**src/rtl/fp32_pkg.sv**
```systemverilog
// Shared IEEE-754 single-precision field definitions for the FP ALU datapath.
package fp32_pkg;

  localparam int unsigned EXP_W    = 8;
  localparam int unsigned FRAC_W   = 23;
  localparam int          EXP_BIAS = 127;

  localparam logic [EXP_W-1:0] EXP_MAX      = 8'hFF;
  localparam logic [31:0]      FP32_POS_INF = 32'h7F80_0000;

  typedef struct packed {
    logic              sign;
    logic [EXP_W-1:0]  exp;
    logic [FRAC_W-1:0] frac;
  } fp32_t;

endpackage

```
**src/rtl/fp32_adder_if.sv**
```systemverilog
// Operand/result bundle for fp32_adder; master drives operands, slave returns results.
interface fp32_adder_if;

  logic        in_valid;
  logic [31:0] a_operand;
  logic [31:0] b_operand;
  logic        out_valid;
  logic [31:0] result;
  logic        Exception;

  modport master (
    output in_valid, a_operand, b_operand,
    input  out_valid, result, Exception
  );

  modport slave (
    input  in_valid, a_operand, b_operand,
    output out_valid, result, Exception
  );

endinterface

```
**src/rtl/fp32_lzc.sv**
```systemverilog
// Leading-zero counter used to renormalize the mantissa after subtraction.
module fp32_lzc #(
  parameter int unsigned WIDTH = 24
) (
  input  logic [WIDTH-1:0] value,
  output logic [4:0]       count
);

  // Ascending scan: the last set bit seen is the most significant one.
  always_comb begin
    count = '0;
    for (int unsigned i = 0; i < WIDTH; i++) begin
      if (value[i]) count = 5'(WIDTH - 1 - i);
    end
  end

endmodule

```
**src/rtl/fp32_adder.sv**
```systemverilog
// Single-precision adder, DAZ/flush-to-zero, truncating; one output register stage.
// Define FP_ADD_RNE_EN for round-to-nearest-even with guard/round/sticky bits.
module fp32_adder
  import fp32_pkg::*;
(
  input  logic         clk,
  input  logic         rst_n,
  fp32_adder_if.slave  bus
);

`ifdef FP_ADD_RNE_EN
  localparam int unsigned G = 3;
`else
  localparam int unsigned G = 0;
`endif
  localparam int unsigned W = 24 + G;

  fp32_t a, b, a_eff, b_eff, lg, sm;
  logic         swap;
  logic [7:0]   diff;
  logic [W-1:0] ext_l, ext_s, shifted;
  logic [W:0]   sum;
  logic [4:0]   lzc;

  assign a = fp32_t'(bus.a_operand);
  assign b = fp32_t'(bus.b_operand);

  always_comb begin
    a_eff = a;
    b_eff = b;
    if (a.exp == '0) begin
      a_eff.exp  = '0;
      a_eff.frac = '0;
    end
    if (b.exp == '0) begin
      b_eff.exp  = '0;
      b_eff.frac = '0;
    end
    swap  = {b_eff.exp, b_eff.frac} > {a_eff.exp, a_eff.frac};
    lg    = swap ? b_eff : a_eff;
    sm    = swap ? a_eff : b_eff;
    diff  = lg.exp - sm.exp;
    ext_l = W'({lg.exp != '0, lg.frac}) << G;
    ext_s = W'({sm.exp != '0, sm.frac}) << G;
    shifted = ext_s >> diff;
`ifdef FP_ADD_RNE_EN
    shifted[0] = shifted[0] | (|(ext_s & ~({W{1'b1}} << diff)));
`endif
    if (lg.sign == sm.sign) sum = {1'b0, ext_l} + {1'b0, shifted};
    else                    sum = {1'b0, ext_l} - {1'b0, shifted};
  end

  fp32_lzc #(.WIDTH(W)) u_lzc (
    .value (sum[W-1:0]),
    .count (lzc)
  );

  logic signed [9:0] e;
  logic [W-1:0]      norm;
  logic [22:0]       mant;
  fp32_t             res_c;
  logic              exc_c;
`ifdef FP_ADD_RNE_EN
  logic [24:0]       rnd;
`endif

  always_comb begin
    e    = signed'({2'b00, lg.exp});
    norm = sum[W-1:0];
    if (sum[W]) begin
`ifdef FP_ADD_RNE_EN
      norm = {sum[W:2], sum[1] | sum[0]};
`else
      norm = sum[W:1];
`endif
      e = e + 10'sd1;
    end else begin
      norm = sum[W-1:0] << lzc;
      e    = e - signed'({5'b00000, lzc});
    end
`ifdef FP_ADD_RNE_EN
    rnd = {2'b01, norm[W-2:G]} + 25'(norm[2] & (norm[1] | norm[0] | norm[3]));
    if (rnd[24]) begin
      mant = rnd[23:1];
      e    = e + 10'sd1;
    end else begin
      mant = rnd[22:0];
    end
`else
    mant = norm[W-2:G];
`endif
    res_c = '0;
    exc_c = 1'b0;
    // A nonzero sum always normalizes to a set MSB, so a clear MSB means cancellation.
    if (a.exp == EXP_MAX || b.exp == EXP_MAX) begin
      res_c = fp32_t'(FP32_POS_INF);
      exc_c = 1'b1;
    end else if (!norm[W-1]) begin
      res_c = '0;
    end else if (e >= 10'sd255) begin
      res_c = '{sign: lg.sign, exp: EXP_MAX, frac: '0};
      exc_c = 1'b1;
    end else if (e < 10'sd1) begin
      res_c = '0;
    end else begin
      res_c = '{sign: lg.sign, exp: e[7:0], frac: mant};
    end
  end

  always_ff @(posedge clk or negedge rst_n) begin
    if (!rst_n) begin
      bus.result    <= '0;
      bus.Exception <= 1'b0;
      bus.out_valid <= 1'b0;
    end else begin
      bus.out_valid <= bus.in_valid;
      if (bus.in_valid) begin
        bus.result    <= res_c;
        bus.Exception <= exc_c;
      end
    end
  end

endmodule

```
**src/flat_wrapper.sv**
```systemverilog
// flat-port wrapper written by rule: the top's interface ports become plain ports
module fp32_adder_flat import fp32_pkg::*;
  (clk, rst_n, bus_in_valid, bus_a_operand, bus_b_operand, bus_out_valid, bus_result, bus_Exception);
  fp32_adder_if bus_i ();
  input  logic clk;
  input  logic rst_n;
  input wire logic [$bits(bus_i.in_valid)-1:0] bus_in_valid;
  input wire logic [$bits(bus_i.a_operand)-1:0] bus_a_operand;
  input wire logic [$bits(bus_i.b_operand)-1:0] bus_b_operand;
  output wire logic [$bits(bus_i.out_valid)-1:0] bus_out_valid;
  output wire logic [$bits(bus_i.result)-1:0] bus_result;
  output wire logic [$bits(bus_i.Exception)-1:0] bus_Exception;
  assign bus_i.in_valid = bus_in_valid;
  assign bus_i.a_operand = bus_a_operand;
  assign bus_i.b_operand = bus_b_operand;
  assign bus_out_valid = bus_i.out_valid;
  assign bus_result = bus_i.result;
  assign bus_Exception = bus_i.Exception;
  fp32_adder u_core (.clk(clk), .rst_n(rst_n), .bus(bus_i));
endmodule
```
**config.mk**
```make
export PLATFORM = sky130hd
export DESIGN_NAME = fp32_adder_flat
export DESIGN_NICKNAME = d
export VERILOG_FILES = /design/src/rtl/fp32_pkg.sv /design/src/rtl/fp32_adder_if.sv /design/src/rtl/fp32_lzc.sv /design/src/rtl/fp32_adder.sv /design/src/flat_wrapper.sv
export SDC_FILE = /design/constraint.sdc
export NUM_CORES = 1
export LEC_CHECK = 0
export ABC_AREA = 1
export BUFFER_PORTS_ARGS = -buffer_cell sky130_fd_sc_hd__buf_2
export CAP_MARGIN = 20
export CELL_PAD_IN_SITES_DETAIL_PLACEMENT = 0
export CELL_PAD_IN_SITES_GLOBAL_PLACEMENT = 1
export CORE_ASPECT_RATIO = 0.7
export CORE_MARGIN = 4
export CORE_UTILIZATION = 31
export DETAILED_ROUTE_END_ITERATION = 10
export GPL_ROUTABILITY_DRIVEN = 1
export GPL_TIMING_DRIVEN = 0
export PLACE_DENSITY = 0.71
export SETUP_SLACK_MARGIN = 0.1
export SYNTH_ARGS = -nofsm -noshare
export SYNTH_HDL_FRONTEND = slang
export SYNTH_SLANG_ARGS = --single-unit
```
**constraint.sdc**
```tcl
create_clock -name clk -period 1.7 [get_ports clk]
set_input_delay 0.255 -clock clk [delete_from_list [all_inputs] [get_ports clk]]
set_output_delay 0.255 -clock clk [all_outputs]
set_load 0.02 [all_outputs]
```
==> key figures <==
Yosys
  – Synth cell count leaders: nand2_1, nand3_1, inv_1
  – Compound-Gate Fraction of Synth Area: 14.1%
  – Mux contribution to synthesized area: 0.113%
  – Synthesis Warnings: 0
  – Post-Synth XOR/XNOR Area: 5.23%
  – Distinct cell type count after synthesis: 53
  – Asr flop ratio synth: 100%
  – Top cell type's share of synthesized area: 21.9%
  – Post-synth EDFFs: 0
  – Simple-Gate Fraction of Synth Area: 49.5%
  – Top-count cell post-synth: nand2_1
  – Largest family of logic cells by synthesized area: simple AND/OR/NAND/NOR gates
  – Syn_nets: 1737
  – Adder-cell share of the synthesized area: 9.48%
  – Post-synthesis sequential element count: 34
  – Synth area leader: nand2_1
  – Top FF cell, synth: dfrtp_1
  – Synthesized area per cell: 5.53 um^2
  – Mapped Cells: 1604
  – Top post-synthesis cells by area: nand2_1, nand3_1, dfrtp_1
  – Register area share after synthesis: 9.60%
  – Mapped cell area: 0.00887 mm^2

Floorplan
  – Starting density of the core: 31.7%
  – Die Area: 0.0314 mm^2
  – Core ar.: 0.0280 mm^2
  – I/O pin cnt: 101
  – Row Count: 51
  – Die Ht: 150 um
  – Chip width: 210 um

Global route
  – Remaining global-route overflow: 0
  – Initial antenna violation count: 0
  – Total track usage: 23.8%
  – Vias in the first global route: 11081
  – Largest net degree at the start of global routing: 35
  – First-pass GRT wire length: 60.8 mm

Critical path
  – Crit Path Category: primary input to flop
  – Required @ worst endpoint: 1.87 ns
  – Element type at the critical path end: flop
  – Worst-path cell with the longest stage delay: ha_1
  – Max incr delay on CP: 0.36 ns
  – Worst-path maximum fanout: 8
  – Startpoint Class: primary input
  – Worst EP arrival: 9.93 ns
  – Most used cell along the critical path: buf_4

Timing
  – Final Skew: 0 ns
  – Slew @ Worst Pin: 0.994 ns
  – RSZ-0062 raised after global routing: yes
  – Final worst setup slack: -8.06 ns
  – Relative slew slack: 33.1%
  – Minimum clock period: 9.76 ns
  – Final setup violating endpoints: 33
  – Final critical-path share of the clock period: 574%
  – Final hold violation count: 0
  – Max Freq: 102 MHz
  – Slew Limit Fails: 0

Detailed routing
  – Post-DRT Antenna Nets: 0
  – Detailed Routing Iterations Pass 1: 8
  – Drt drc: 0
  – DRT iter0 DRCs: 1097
  – DR vias/cell: 5.29
  – Vias post-DR: 11954
  – WL/cell: 17.5 um
  – Final WL: 39.7 mm

Clocking
  – CTS Buffer Depth: 2
  – CTS Buf Count: 5
  – Clk_lat worst skew: 0.28 ns
  – CTS tree: built
  – Clock slew at reported path FFs: 0.06 ns
  – Post-cts hold buffer count: 0
  – Clk root buf: clkbuf_16
  – CTS Sinks: 34
  – H-tree levels: 2

Final layout
  – Nets: 2021
  – # diodes: 0
  – FILL cells: 2951
  – Fraction of layout cells with a size suffix above 1: 35.1%
  – Area growth syn-to-layout: 47.7%
  – Design area: 0.0131 mm^2

Placement
  – Dpl ws: -9.65 ns
  – I/O Buffers: 100
  – Hpwl dp: 30.3 mm
  – Final GP Congestion: 0.932
  – Dpl cell area: 0.0100 mm^2

Hold path
  – Hold Path Class: primary input to asynchronous set/reset pin

Outcome
  – Status: finished with violations
  – Failing checks: negative setup slack

Flow run
  – Max-cap violations: 0
state kept, by name (all words and copies together) (netlist names):
register,count
u_core.bus.Exception,1
u_core.bus.result,32
u_core.bus.out_valid,1
logic make-up (layout without fill, tap and decap cells):
family	Yosys count	count (layout)
and+or+nand+nor	977	978
buffers and inverters	246	530
AOI/OAI and AO/OA	227	227
adders and majority gates	66	66
xor gates and xnor gates	53	53
DFF	34	34
muxes	1	1
layout make-up:
cell class                      instances  area (um^2)  area share, %
Tap cell                              371          464           3.54
Timing Repair Buffer                  276         2020           15.4
Inverter                              165          642           4.90
Sequential cell                        34          851           6.49
Multi-Input combinational cell       1325         8330           63.5
Clock inverter                          3         40.0          0.306
Buffer                                 81          637           4.86
Clock buffer                            5          125          0.955
metrics by stage:
| stage | TNS (ns) | cells | util, % | hold slack [ns] |
|---|---|---|---|---|
| floorplan | -235.50 | 1604 | - | -0.0406 |
| global placement | -318.54 | 2075 | 35.9 | 0.369 |
| detailed placement | -316.28 | 2076 | 35.9 | 0.378 |
| CTS | -261.14 | 2204 | 42.5 | 0.0792 |
| global route | -282.61 | 2260 | 46.8 | 0.0987 |
| finish | -264.02 | 2260 | 46.8 | 0.0547 |
worst paths after layout:
| kind | start | end | slack (ns) | cells after the start |
|---|---|---|---|---|
| setup / recovery | bus_b_operand[28] | u_core.bus.result[6] | -8.06 | 78 |
| setup reg to reg | u_core.bus.result[30] | u_core.bus.result[30] | 0.85 | 3 |
| hold reg to reg | u_core.bus.result[9] | u_core.bus.result[9] | 0.47 | 2 |
| min in group clk | bus_in_valid | u_core.bus.out_valid | 0.10 | 1 |
| hold / removal | rst_n | u_core.bus.result[19] | 0.05 | 1 |
| max in group asynchronous | rst_n | u_core.bus.result[31] | 1.13 | 1 |
critical path: cells and delay by family:
| kind | cells | cell delay (ns) |
|---|---|---|
| AO/OA/AOI/OAI | 17 | 2.39 |
| adder cells (fa/ha/maj) | 4 | 0.99 |
| AND/OR/NAND/NOR | 26 | 2.67 |
| buffers and inverters | 28 | 3.03 |
| XOR/XNOR | 3 | 0.55 |
timing repair:
item	4_1_cts	5_1_grt
buffers inserted	113	53
gates resized for setup	189	193
pin swaps	101	155
endpoints found under the setup margin	33	33
gates cloned	7	3
metal layers:
metal	part of all wire [%]	vias to the layer above	wire, um	global-route usage (%)
met5	0	-	0	0
met4	1.2	0	488	2.58
met3	9.6	41	3810	6.96
met2	41	485	16200	33.8
met1	48	5545	19100	36.3
li1	-	5883	-	-
layout by cell type, fill, tap and decap left out, types with 9 or more instances in the layout:
| master | netlist | routed |
|---|---|---|
| buf_2 | 14 | 106 |
| ha_4 | 0 | 14 |
| a21oi_1 | 69 | 46 |
| clkbuf_1 | 41 | 29 |
| nor2_2 | 8 | 13 |
| nand4_1 | 60 | 60 |
| dfrtp_1 | 34 | 34 |
| xor2_1 | 39 | 32 |
| nor2_1 | 99 | 75 |
| inv_2 | 3 | 25 |
| o21ai_0 | 112 | 95 |
| buf_4 | 10 | 164 |
| nand2_1 | 517 | 442 |
| ha_1 | 64 | 49 |
| nor2_4 | 2 | 21 |
| nand2_4 | 2 | 36 |
| inv_1 | 157 | 127 |
| a21oi_2 | 2 | 22 |
| clkbuf_16 | 0 | 10 |
| buf_6 | 9 | 23 |
| nand2_2 | 29 | 71 |
| buf_8 | 0 | 11 |
| nand3_1 | 203 | 154 |
| xnor2_1 | 14 | 9 |
| nor4_1 | 10 | 10 |
| o21ai_2 | 2 | 15 |
| nand3_2 | 17 | 62 |
Power is not shown: default switching activity piles up to over one toggle a cycle in this logic, so the estimate is an artifact.
